## config.mk

```make
export PLATFORM = sky130hd
export DESIGN_NAME = ball_physics
export DESIGN_NICKNAME = d
export VERILOG_FILES = /design/src/rtl/breakout_pkg.sv /design/src/rtl/frame_tick_gen.sv /design/src/rtl/ball_physics.sv
export SDC_FILE = /design/constraint.sdc
export NUM_CORES = 1
export LEC_CHECK = 0
export ABC_AREA = 0
export ABC_CLOCK_PERIOD_IN_PS = 4900
export CORE_UTILIZATION = 35
export CTS_CLUSTER_DIAMETER = 40
export DETAILED_ROUTE_END_ITERATION = 8
export PLACE_DENSITY = 0.63
export SLEW_MARGIN = 15
export SYNTH_ARGS = -nofsm -noshare
export SYNTH_HDL_FRONTEND = slang
export SYNTH_SLANG_ARGS = --single-unit
```

## constraint.sdc

```tcl
create_clock -name clk -period 4.9 [get_ports clk]
set_clock_uncertainty 0.15 [all_clocks]
set_input_delay 0.98 -clock clk [delete_from_list [all_inputs] [get_ports clk]]
set_output_delay 0.98 -clock clk [all_outputs]
set_load 0.005 [all_outputs]
```

## src/rtl/breakout_pkg.sv

```systemverilog
// breakout_pkg: shared playfield geometry, brick layout and FSM encoding
// for the breakout game-logic blocks.
package breakout_pkg;
   localparam logic [8:0] X_MIN    = 9'd8;
   localparam logic [8:0] X_MAX    = 9'd311;
   localparam logic [7:0] Y_MIN    = 8'd8;
   localparam logic [7:0] Y_MAX    = 8'd239;
   localparam logic [7:0] PADDLE_Y = 8'd220;
   localparam logic [9:0] PADDLE_W = 10'd32;
   localparam logic [2:0][8:0] BRICK_X = {9'd200, 9'd150, 9'd100};
   localparam logic [7:0] BRICK_Y  = 8'd60;
   localparam logic [8:0] BRICK_W  = 9'd32;
   localparam logic [7:0] BRICK_H  = 8'd4;
   typedef enum logic [3:0] {
      S_IDLE,
      S_WAIT_TICK,
      S_CHK_WALL,
      S_CHK_PADDLE,
      S_CHK_BRICK0,
      S_CHK_BRICK1,
      S_CHK_BRICK2,
      S_MOVE,
      S_LOST,
      S_DONE
   } state_e;
   function automatic logic in_brick(input logic [8:0] cx, input logic [7:0] cy, input logic [8:0] bx);
      return cx >= bx && cx <= bx + BRICK_W - 9'd1 && cy >= BRICK_Y && cy <= BRICK_Y + BRICK_H - 8'd1;
   endfunction
endpackage

```

## src/rtl/frame_tick_gen.sv

```systemverilog
// frame_tick_gen: free-running frame divider; wrap is high during the last
// count so the edge that returns the counter to zero is the tick edge.
module frame_tick_gen #(
   parameter int TICK_DIV = 833333
) (
   input  logic clk,
   input  logic reset,
   output logic wrap
);
   localparam int W = TICK_DIV > 1 ? $clog2(TICK_DIV) : 1;
   logic [W-1:0] cnt_q, cnt_d;
   always_comb begin
      wrap  = cnt_q == W'(TICK_DIV - 1);
      cnt_d = wrap ? '0 : cnt_q + 1'b1;
   end
   always_ff @(posedge clk or negedge reset) begin
      if (!reset) cnt_q <= '0;
      else cnt_q <= cnt_d;
   end
endmodule

```

## src/rtl/ball_physics.sv

```systemverilog
// ball_physics: once per frame tick, resolves wall, paddle and brick
// collisions in sequence and moves the ball one pixel diagonally.
module ball_physics
   import breakout_pkg::*;
#(
   parameter int TICK_DIV = 833333,
   parameter int BALL_X0  = 160,
   parameter int BALL_Y0  = 200
) (
   input  logic       clk,
   input  logic       reset,
   input  logic       launch,
   input  logic [8:0] paddle_pos,
   output logic [8:0] ball_x,
   output logic [7:0] ball_y,
   output logic       fps,
   output logic       brick_hit,
   output logic [8:0] brick_x,
   output logic [7:0] brick_y,
   output logic [2:0] bricks_alive,
   output logic       miss,
   output logic       cleared
);
   state_e     state_q, state_d;
   logic [8:0] x_q, x_d, bx_q, bx_d, cx;
   logic [7:0] y_q, y_d, by_q, by_d, cy;
   logic       dx_q, dx_d, dy_q, dy_d;  // dx 1 = right, dy 1 = down
   logic       pend_q, pend_d, hit_q, hit_d;
   logic       fps_q, fps_d, brick_hit_q, brick_hit_d, miss_q, miss_d, cleared_q, cleared_d;
   logic [2:0] alive_q, alive_d;
   logic [1:0] bk;
   logic [9:0] paddle_hi;
   logic       brick_now, wrap;

   frame_tick_gen #(.TICK_DIV(TICK_DIV)) u_tick (
      .clk  (clk),
      .reset(reset),
      .wrap (wrap)
   );

   always_comb begin
      state_d     = state_q;
      x_d         = x_q;
      y_d         = y_q;
      dx_d        = dx_q;
      dy_d        = dy_q;
      hit_d       = hit_q;
      bx_d        = bx_q;
      by_d        = by_q;
      alive_d     = alive_q;
      fps_d       = 1'b0;
      brick_hit_d = 1'b0;
      miss_d      = 1'b0;
      cleared_d   = cleared_q;
      // a wrap during the exit cycle is impossible, so set simply wins
      pend_d      = wrap | (pend_q & (state_q != S_WAIT_TICK));
      cx          = dx_q ? x_q + 9'd1 : x_q - 9'd1;
      cy          = dy_q ? y_q + 8'd1 : y_q - 8'd1;
      bk          = state_q == S_CHK_BRICK0 ? 2'd0 : state_q == S_CHK_BRICK1 ? 2'd1 : 2'd2;
      paddle_hi   = {1'b0, paddle_pos} + PADDLE_W - 10'd1;
      brick_now   = (state_q inside {S_CHK_BRICK0, S_CHK_BRICK1, S_CHK_BRICK2}) &&
                    alive_q[bk] && !hit_q && in_brick(cx, cy, BRICK_X[bk]);
      if (brick_now) begin
         alive_d[bk] = 1'b0;
         dy_d        = ~dy_q;
         hit_d       = 1'b1;
         bx_d        = BRICK_X[bk];
         by_d        = BRICK_Y;
      end
      case (state_q)
         S_IDLE: if (launch) begin
            dx_d    = 1'b1;
            dy_d    = 1'b0;
            state_d = S_WAIT_TICK;
         end
         S_WAIT_TICK: if (pend_q) begin
            hit_d   = 1'b0;
            state_d = S_CHK_WALL;
         end
         S_CHK_WALL: begin
            if ((!dx_q && x_q == X_MIN) || (dx_q && x_q == X_MAX)) dx_d = ~dx_q;
            if (!dy_q && y_q == Y_MIN) dy_d = 1'b1;
            state_d = S_CHK_PADDLE;
         end
         S_CHK_PADDLE: begin
            state_d = S_CHK_BRICK0;
            if (dy_q && y_q == PADDLE_Y - 8'd1 && x_q >= paddle_pos && {1'b0, x_q} <= paddle_hi)
               dy_d = 1'b0;
            else if (dy_q && y_q == Y_MAX) begin
               state_d = S_LOST;
               miss_d  = 1'b1;
               x_d     = 9'(BALL_X0);
               y_d     = 8'(BALL_Y0);
            end
         end
         S_CHK_BRICK0: state_d = S_CHK_BRICK1;
         S_CHK_BRICK1: state_d = S_CHK_BRICK2;
         // the move lands on this edge so fps is high during MOVE
         S_CHK_BRICK2: begin
            x_d         = cx;
            y_d         = dy_d ? y_q + 8'd1 : y_q - 8'd1;
            fps_d       = 1'b1;
            brick_hit_d = hit_d;
            state_d     = S_MOVE;
         end
         S_MOVE: begin
            cleared_d = alive_q == 3'b000;
            state_d   = alive_q == 3'b000 ? S_DONE : S_WAIT_TICK;
         end
         S_LOST: state_d = S_IDLE;
         default: ;
      endcase
   end

   always_ff @(posedge clk or negedge reset) begin
      if (!reset) begin
         state_q     <= S_IDLE;
         x_q         <= 9'(BALL_X0);
         y_q         <= 8'(BALL_Y0);
         dx_q        <= 1'b1;
         dy_q        <= 1'b0;
         pend_q      <= 1'b0;
         hit_q       <= 1'b0;
         bx_q        <= '0;
         by_q        <= '0;
         alive_q     <= 3'b111;
         fps_q       <= 1'b0;
         brick_hit_q <= 1'b0;
         miss_q      <= 1'b0;
         cleared_q   <= 1'b0;
      end else begin
         state_q     <= state_d;
         x_q         <= x_d;
         y_q         <= y_d;
         dx_q        <= dx_d;
         dy_q        <= dy_d;
         pend_q      <= pend_d;
         hit_q       <= hit_d;
         bx_q        <= bx_d;
         by_q        <= by_d;
         alive_q     <= alive_d;
         fps_q       <= fps_d;
         brick_hit_q <= brick_hit_d;
         miss_q      <= miss_d;
         cleared_q   <= cleared_d;
      end
   end

   assign ball_x       = x_q;
   assign ball_y       = y_q;
   assign fps          = fps_q;
   assign brick_hit    = brick_hit_q;
   assign brick_x      = bx_q;
   assign brick_y      = by_q;
   assign bricks_alive = alive_q;
   assign miss         = miss_q;
   assign cleared      = cleared_q;
endmodule

```

# Word level (Yosys, flattened, before mapping)
# Cells that the tools add are included.
# op_classes
add_sub_neg,9
bitwise,6
order_cmp,8
eq_ne,20
mux,40
n_reduce_logical,27
# ops
operator,n
$mux W9,4
$pmux W4 S9,1
$mux W8,4
$add A20 B1 Y20 const B,1
$eq A20 B20 Y1 const B,1
$mux W20,1
$mux W4,5
$bmux W9 S2,1
$ge A9 B9 Y1,2
$pmux W9 S2,1
$sub A9 B1 Y9 const B,2
$eq A4 B3 Y1 const B,4
$eq A8 B8 Y1 const B,2
$mux W1,16
$pmux W8 S2,1
$logic_and A1 B1 Y1,14
$add A9 B6 Y10 const B,1
$le A9 B10 Y1,1
$ne A2 B2 Y1 const B,5
$sub A10 B1 Y10 const B,1
$add A9 B1 Y9 const B,1
$add A9 B6 Y9 const B,1
$eq A9 B4 Y1 const B,1
$eq A9 B9 Y1 const B,1
30 further kinds,38
# totals
reg_bits,62
elab_cells,125
inputBits,12

# Logic depth before layout (Yosys ltp)
# depth
depth_word,15
ltp_mapped,20
ltp_nobuf,19

# Hierarchy
# Synthesis repeated with hierarchy kept, for this count alone.
# unflattened
cells_unflattened,536
area_unflattened_um2,4628.2
# modules_own_cells
module,instances,cells_each,area_per_inst_um2,seq_area_each_um2
ball_physics,1,438,3601.0,987.2
frame_tick_gen,1,98,1027.2,500.5

# Worst setup path after synthesis
# Ideal clock, no wire load.
# synth_timing
kind,flip-flop to flip-flop
start,reg dx_q
end,"reg y_q[3], in the netlist ball_y[3]"
setup_slack_ps,923
synth_period_minus_slack_ps,3977
arrival_ps,3752
n_path_buf,0
stages_incl_launch_ff,20
cell_sequence,dfstp_2 > inv_1 > ha_1 > a21o_1 > a21oi_1 > o21bai_1 > a21oi_1 > o21bai_1 > a21oi_1 > xnor2_1 > ha_1 > nand3_1 > nor3_1 > nor3_1 > nor3_1 > nor3_2 > a21oi_4 > mux2_1 > nand2_1 > xor2_1
# synth_between
elab_chain_len,9
word_cells_on_any_way,10
classes_between,order compare (2); mux (4); reduce/logical (4)
# synth_lines
element,line,text
from (decl),ball_physics.sv:27,"logic dx_q, dx_d, dy_q, dy_d;"
from (signal assigned),ball_physics.sv:120,dx_q <= 1'b1;
from (signal assigned),ball_physics.sv:135,dx_q <= dx_d;
$mux W9 *,ball_physics.sv:57,cx = dx_q ? x_q + 9'd1 : x_q - 9'd1;
$ge A9 B9 Y1 or $le A9 B9 Y1 (tied branches),breakout_pkg.sv:27,return cx >= bx && cx <= bx + BRICK_W - 9'd1 && cy >= BRICK_Y && cy <= BRICK_Y + BRICK_H - 8'd1;
$logic_and A1 B1 Y1 * (3 in series),breakout_pkg.sv:27,
$logic_and A1 B1 Y1 *,ball_physics.sv:62,"alive_q[bk] && !hit_q && in_brick(cx, cy, BRICK_X[bk]);"
$mux W1 *,ball_physics.sv:63,if (brick_now) begin
$mux W8 *,ball_physics.sv:101,y_d = dy_d ? y_q + 8'd1 : y_q - 8'd1;
$pmux W8 S2 *,ball_physics.sv:70,case (state_q)
to (signal assigned),ball_physics.sv:119,y_q <= 8'(BALL_Y0);
to (signal assigned),ball_physics.sv:134,y_q <= y_d;
to (decl),ball_physics.sv:26,"logic [7:0] y_q, y_d, by_q, by_d, cy;"
# Every way passes the cells marked *; elsewhere a longest branch is shown, timed or not.
# A chain may end at the register's enable or synchronous reset.

# Final worst setup path
# Ends and elaborated chain as after synthesis.

==> key figures <==
Global routing
  – GRT overflow: 0
  – Initial antenna violation count: 0
  – All-Layer GR Usage: 0.175
  – Largest net degree at the start of global routing: 60
  – First-pass GRT wire length: 18600 µm
  – Vias in the first global route: 3811

CTS
  – Count of clock tree sinks: 59
  – Skew-Pair Late Insertion Delay: 330 ps
  – Clock tree buffer depth: 2
  – CTS tree: yes
  – H-tree depth: 3
  – Root Buffer: clkbuf_16
  – CTS buffer count: 9
  – Post-CTS setup repair buffer count: 0
  – Resized cells post-CTS: 0
  – # hold bufs at CTS: 0
  – Clock Pin Slew Worst Setup and Hold Paths: 60 ps

Hold path
  – Hold Path Class: reg -> reg

Die
  – Num rows: 41
  – Die area: 13500 µm²
  – I/O pins: 53
  – Starting Density: 0.361
  – Die Wd: 116 µm
  – Core area: 12700 µm²
  – Die Y: 116 µm

STA
  – Unrepaired setup endpoints after global routing: no
  – Slew @ Worst Pin: 874 ps
  – Final period utilization: 0.930
  – Hold Fails Final Rpt: 0
  – Slew margin rel.: 0.414
  – Max Slew Vio Count: 0
  – Setup TNS: 0 ps
  – # setup viols final: 0
  – Fmax: 219 MHz
  – Minimum clock period: 4560 ps

Placement
  – RePlAce Congestion: 0.918
  – Port Buf Inserts: 46
  – Dpl hpwl: 7870 µm
  – Placed Cells: 720

Critical path
  – Crit path kind: reg -> reg
  – CP required: 4990 ps
  – Arr. time, crit path: 4650 ps
  – CP peak stage delay: 610 ps
  – CP cell instances: inv_1 -> ha_1 -> a21o_1 -> a21oi_1 -> o21bai_1 -> a21oi_1 -> o21bai_1 -> a21oi_1 -> xnor2_1 -> ha_1 -> nand3_1 -> nor3_1 -> nor3_1 -> nor3_1 -> nor3_2 -> a21oi_4 -> mux2_1 -> nand2_1 -> xor2_1
  – Worst R2R Start: dx_q
  – CP Launch Type: flop
  – Reg2reg path depth: 19
  – Slowest-stage cell, CP: dfstp_2
  – Critical Path End Type: flop
  – CP max FO: 13
  – R2R Path End: ball_y[3]
  – R2R Setup Slk: 340 ps
  – CP Launch Point: dx_q
  – Critical Path Sink: ball_y[3]

Drt
  – Vias: 3872
  – Antenna-violating nets left: 0
  – Via/cell ratio: 5.26
  – Routed length per instance: 14.8 µm
  – DR iter-0 viols: 217
  – Total Routed Length: 10900 µm
  – DRC violations left: 0
  – Pre-antenna DRT Iters: 5

Synthesis
  – Ys async rst share: 1.00
  – Sequential share of the synthesized area: 0.326
  – Post-synth EDFFs: 0
  – Syn Inst Count: 525
  – Cell Area, Synth: 4570 µm²
  – Synth warn: 0
  – Number of distinct library cells after synthesis: 65
  – Seq cells post-synth: 59
  – Avg Cell Area, Syn: 8.70 µm²
  – Top FF cell, synth: dfrtp_1

Flow run
  – Max Cap Viol: 0

Cells and area
  – Nets@finish: 621
  – Layout fillers: 1233
  – Area Overhead vs Synth: 19.5%
  – Number of diodes: 0
  – Non-Filler Instances: 736
  – Layout cells sized above 1: 0.0887

Power and ir drop
  – Leak: 0.00243 µW
  – Worst vdd ir: 221 µV
  – Power Dens Cells: 234 nW/µm²

Run status
  – Status: complete, no violations
## layout by cell type (no fill, tap or decap), drive strengths merged, types with 4 or more instances in the layout
| master | n |
|---|---|
| dfstp | 9 |
| nor2 | 28 |
| or3 | 4 |
| dfrtp | 50 |
| clkbuf | 10 |
| nor4b | 6 |
| a21oi | 29 |
| o22ai | 4 |
| a21o | 4 |
| conb | 6 |
| o21ai | 40 |
| nor4 | 6 |
| inv | 35 |
| nand3 | 23 |
| nor2b | 7 |
| nand2 | 55 |
| ha | 49 |
| xor2 | 15 |
| nand4 | 15 |
| and3 | 9 |
| xnor2 | 24 |
| buf | 5 |
| nor3 | 21 |
| o21a | 7 |
| nand2b | 7 |
| clkdlybuf4s50 | 45 |
## layout make-up
cell class | count | area, µm² | area share
timing repair buffer | 50 | 485 | 0.0889
clock inverter | 6 | 113 | 0.0206
tap | 172 | 215 | 0.0394
multi-input combinational | 404 | 2790 | 0.511
inverter | 35 | 131 | 0.0241
sequential | 59 | 1490 | 0.273
clock buffer | 10 | 239 | 0.0438
## worst min path at each step
stage                            to             from  slack (ps)  depth (start not counted)
finish              bricks_alive[1]  bricks_alive[1]         330                          1
global placement    bricks_alive[1]  bricks_alive[1]         320                          1
detailed placement  bricks_alive[1]  bricks_alive[1]         320                          1
global route        bricks_alive[0]  bricks_alive[0]         330                          1
floorplan           u_tick.cnt_q[7]  u_tick.cnt_q[7]         310                          1
CTS                 bricks_alive[1]  bricks_alive[1]         330                          1
## cells in the mapped netlist, drive strengths merged (9+ instances only)
master / instances / area [µm²]
buf: 23 / 151
nand3: 23 / 115
o21ai: 40 / 200
xnor2: 24 / 225
a21oi: 29 / 156
and3: 9 / 56.3
inv: 35 / 131
xor2: 15 / 131
clkbuf: 9 / 33.8
dfrtp: 50 / 1250
ha: 49 / 613
nand2: 55 / 206
nand4: 15 / 93.8
dfstp: 9 / 236
nor3: 21 / 125
nor2: 28 / 105
## state kept, by name, summed over array words and instances, names as in the netlist, 3 cells and up
register / flops
bricks_alive: 3
u_tick.cnt_q: 20
state_q: 4
ball_x: 9
brick_x: 6
ball_y: 8
## layer usage
| metal | track usage | wire length [µm] | vias to the layer above |
|---|---|---|---|
| li1 | - | - | 1913 |
| met5 | 0 | 0 | - |
| met4 | 0.0504 | 78 | 0 |
| met1 | 0.235 | 5080 | 1833 |
| met2 | 0.286 | 5140 | 118 |
| met3 | 0.0327 | 616 | 8 |
## kinds of logic (layout without fill, tap and decap cells)
logic type | Yosys count | in the layout | share of synthesized area
AO/OA/AOI/OAI | 108 | 108 | 0.149
XOR/XNOR | 39 | 39 | 0.0781
adder cells (fa/ha/maj) | 50 | 50 | 0.139
buffers and inverters | 67 | 101 | 0.0693
flip-flops | 59 | 59 | 0.326
multiplexers | 5 | 5 | 0.0118
other | 1 | 6 | 0.000821
AND/OR/NAND/NOR | 196 | 196 | 0.227
## through the flow
stage / cell area [µm²] / utilization / setup WS (ps) / hold WS [ps] / total power [µW]
2_1_floorplan: 4590 / - / 923 / 310 / 530
3_3_place_gp: 5110 / 0.403 / 570 / 318 / 552
3_5_place_dp: 5110 / 0.403 / 418 / 322 / 553
4_1_cts: 5460 / 0.431 / 378 / 331 / 1290
5_1_grt: 5460 / 0.431 / 8.45 / 335 / 1320
6_report: 5460 / 0.431 / 342 / 328 / 1280
## power breakdown
part           switching (µW)  internal [µW]  leakage, µW
Sequential               4.16            489     0.000771
Combinational            28.7           22.3      0.00149
Clock                     223            511     0.000173
Total                     256           1020      0.00243
## worst max-delay path: cells and delay by family (launching register included)
kind	cells	cell delay, ps
adder cells (fa/ha/maj)	2	630
buffers and inverters	1	180
AO/OA/AOI/OAI	7	1350
AND/OR/NAND/NOR	6	870
XOR/XNOR	2	310
multiplexers	1	360
flip-flops	1	610
No activity file was read; power rests on OpenSTA's default activity.
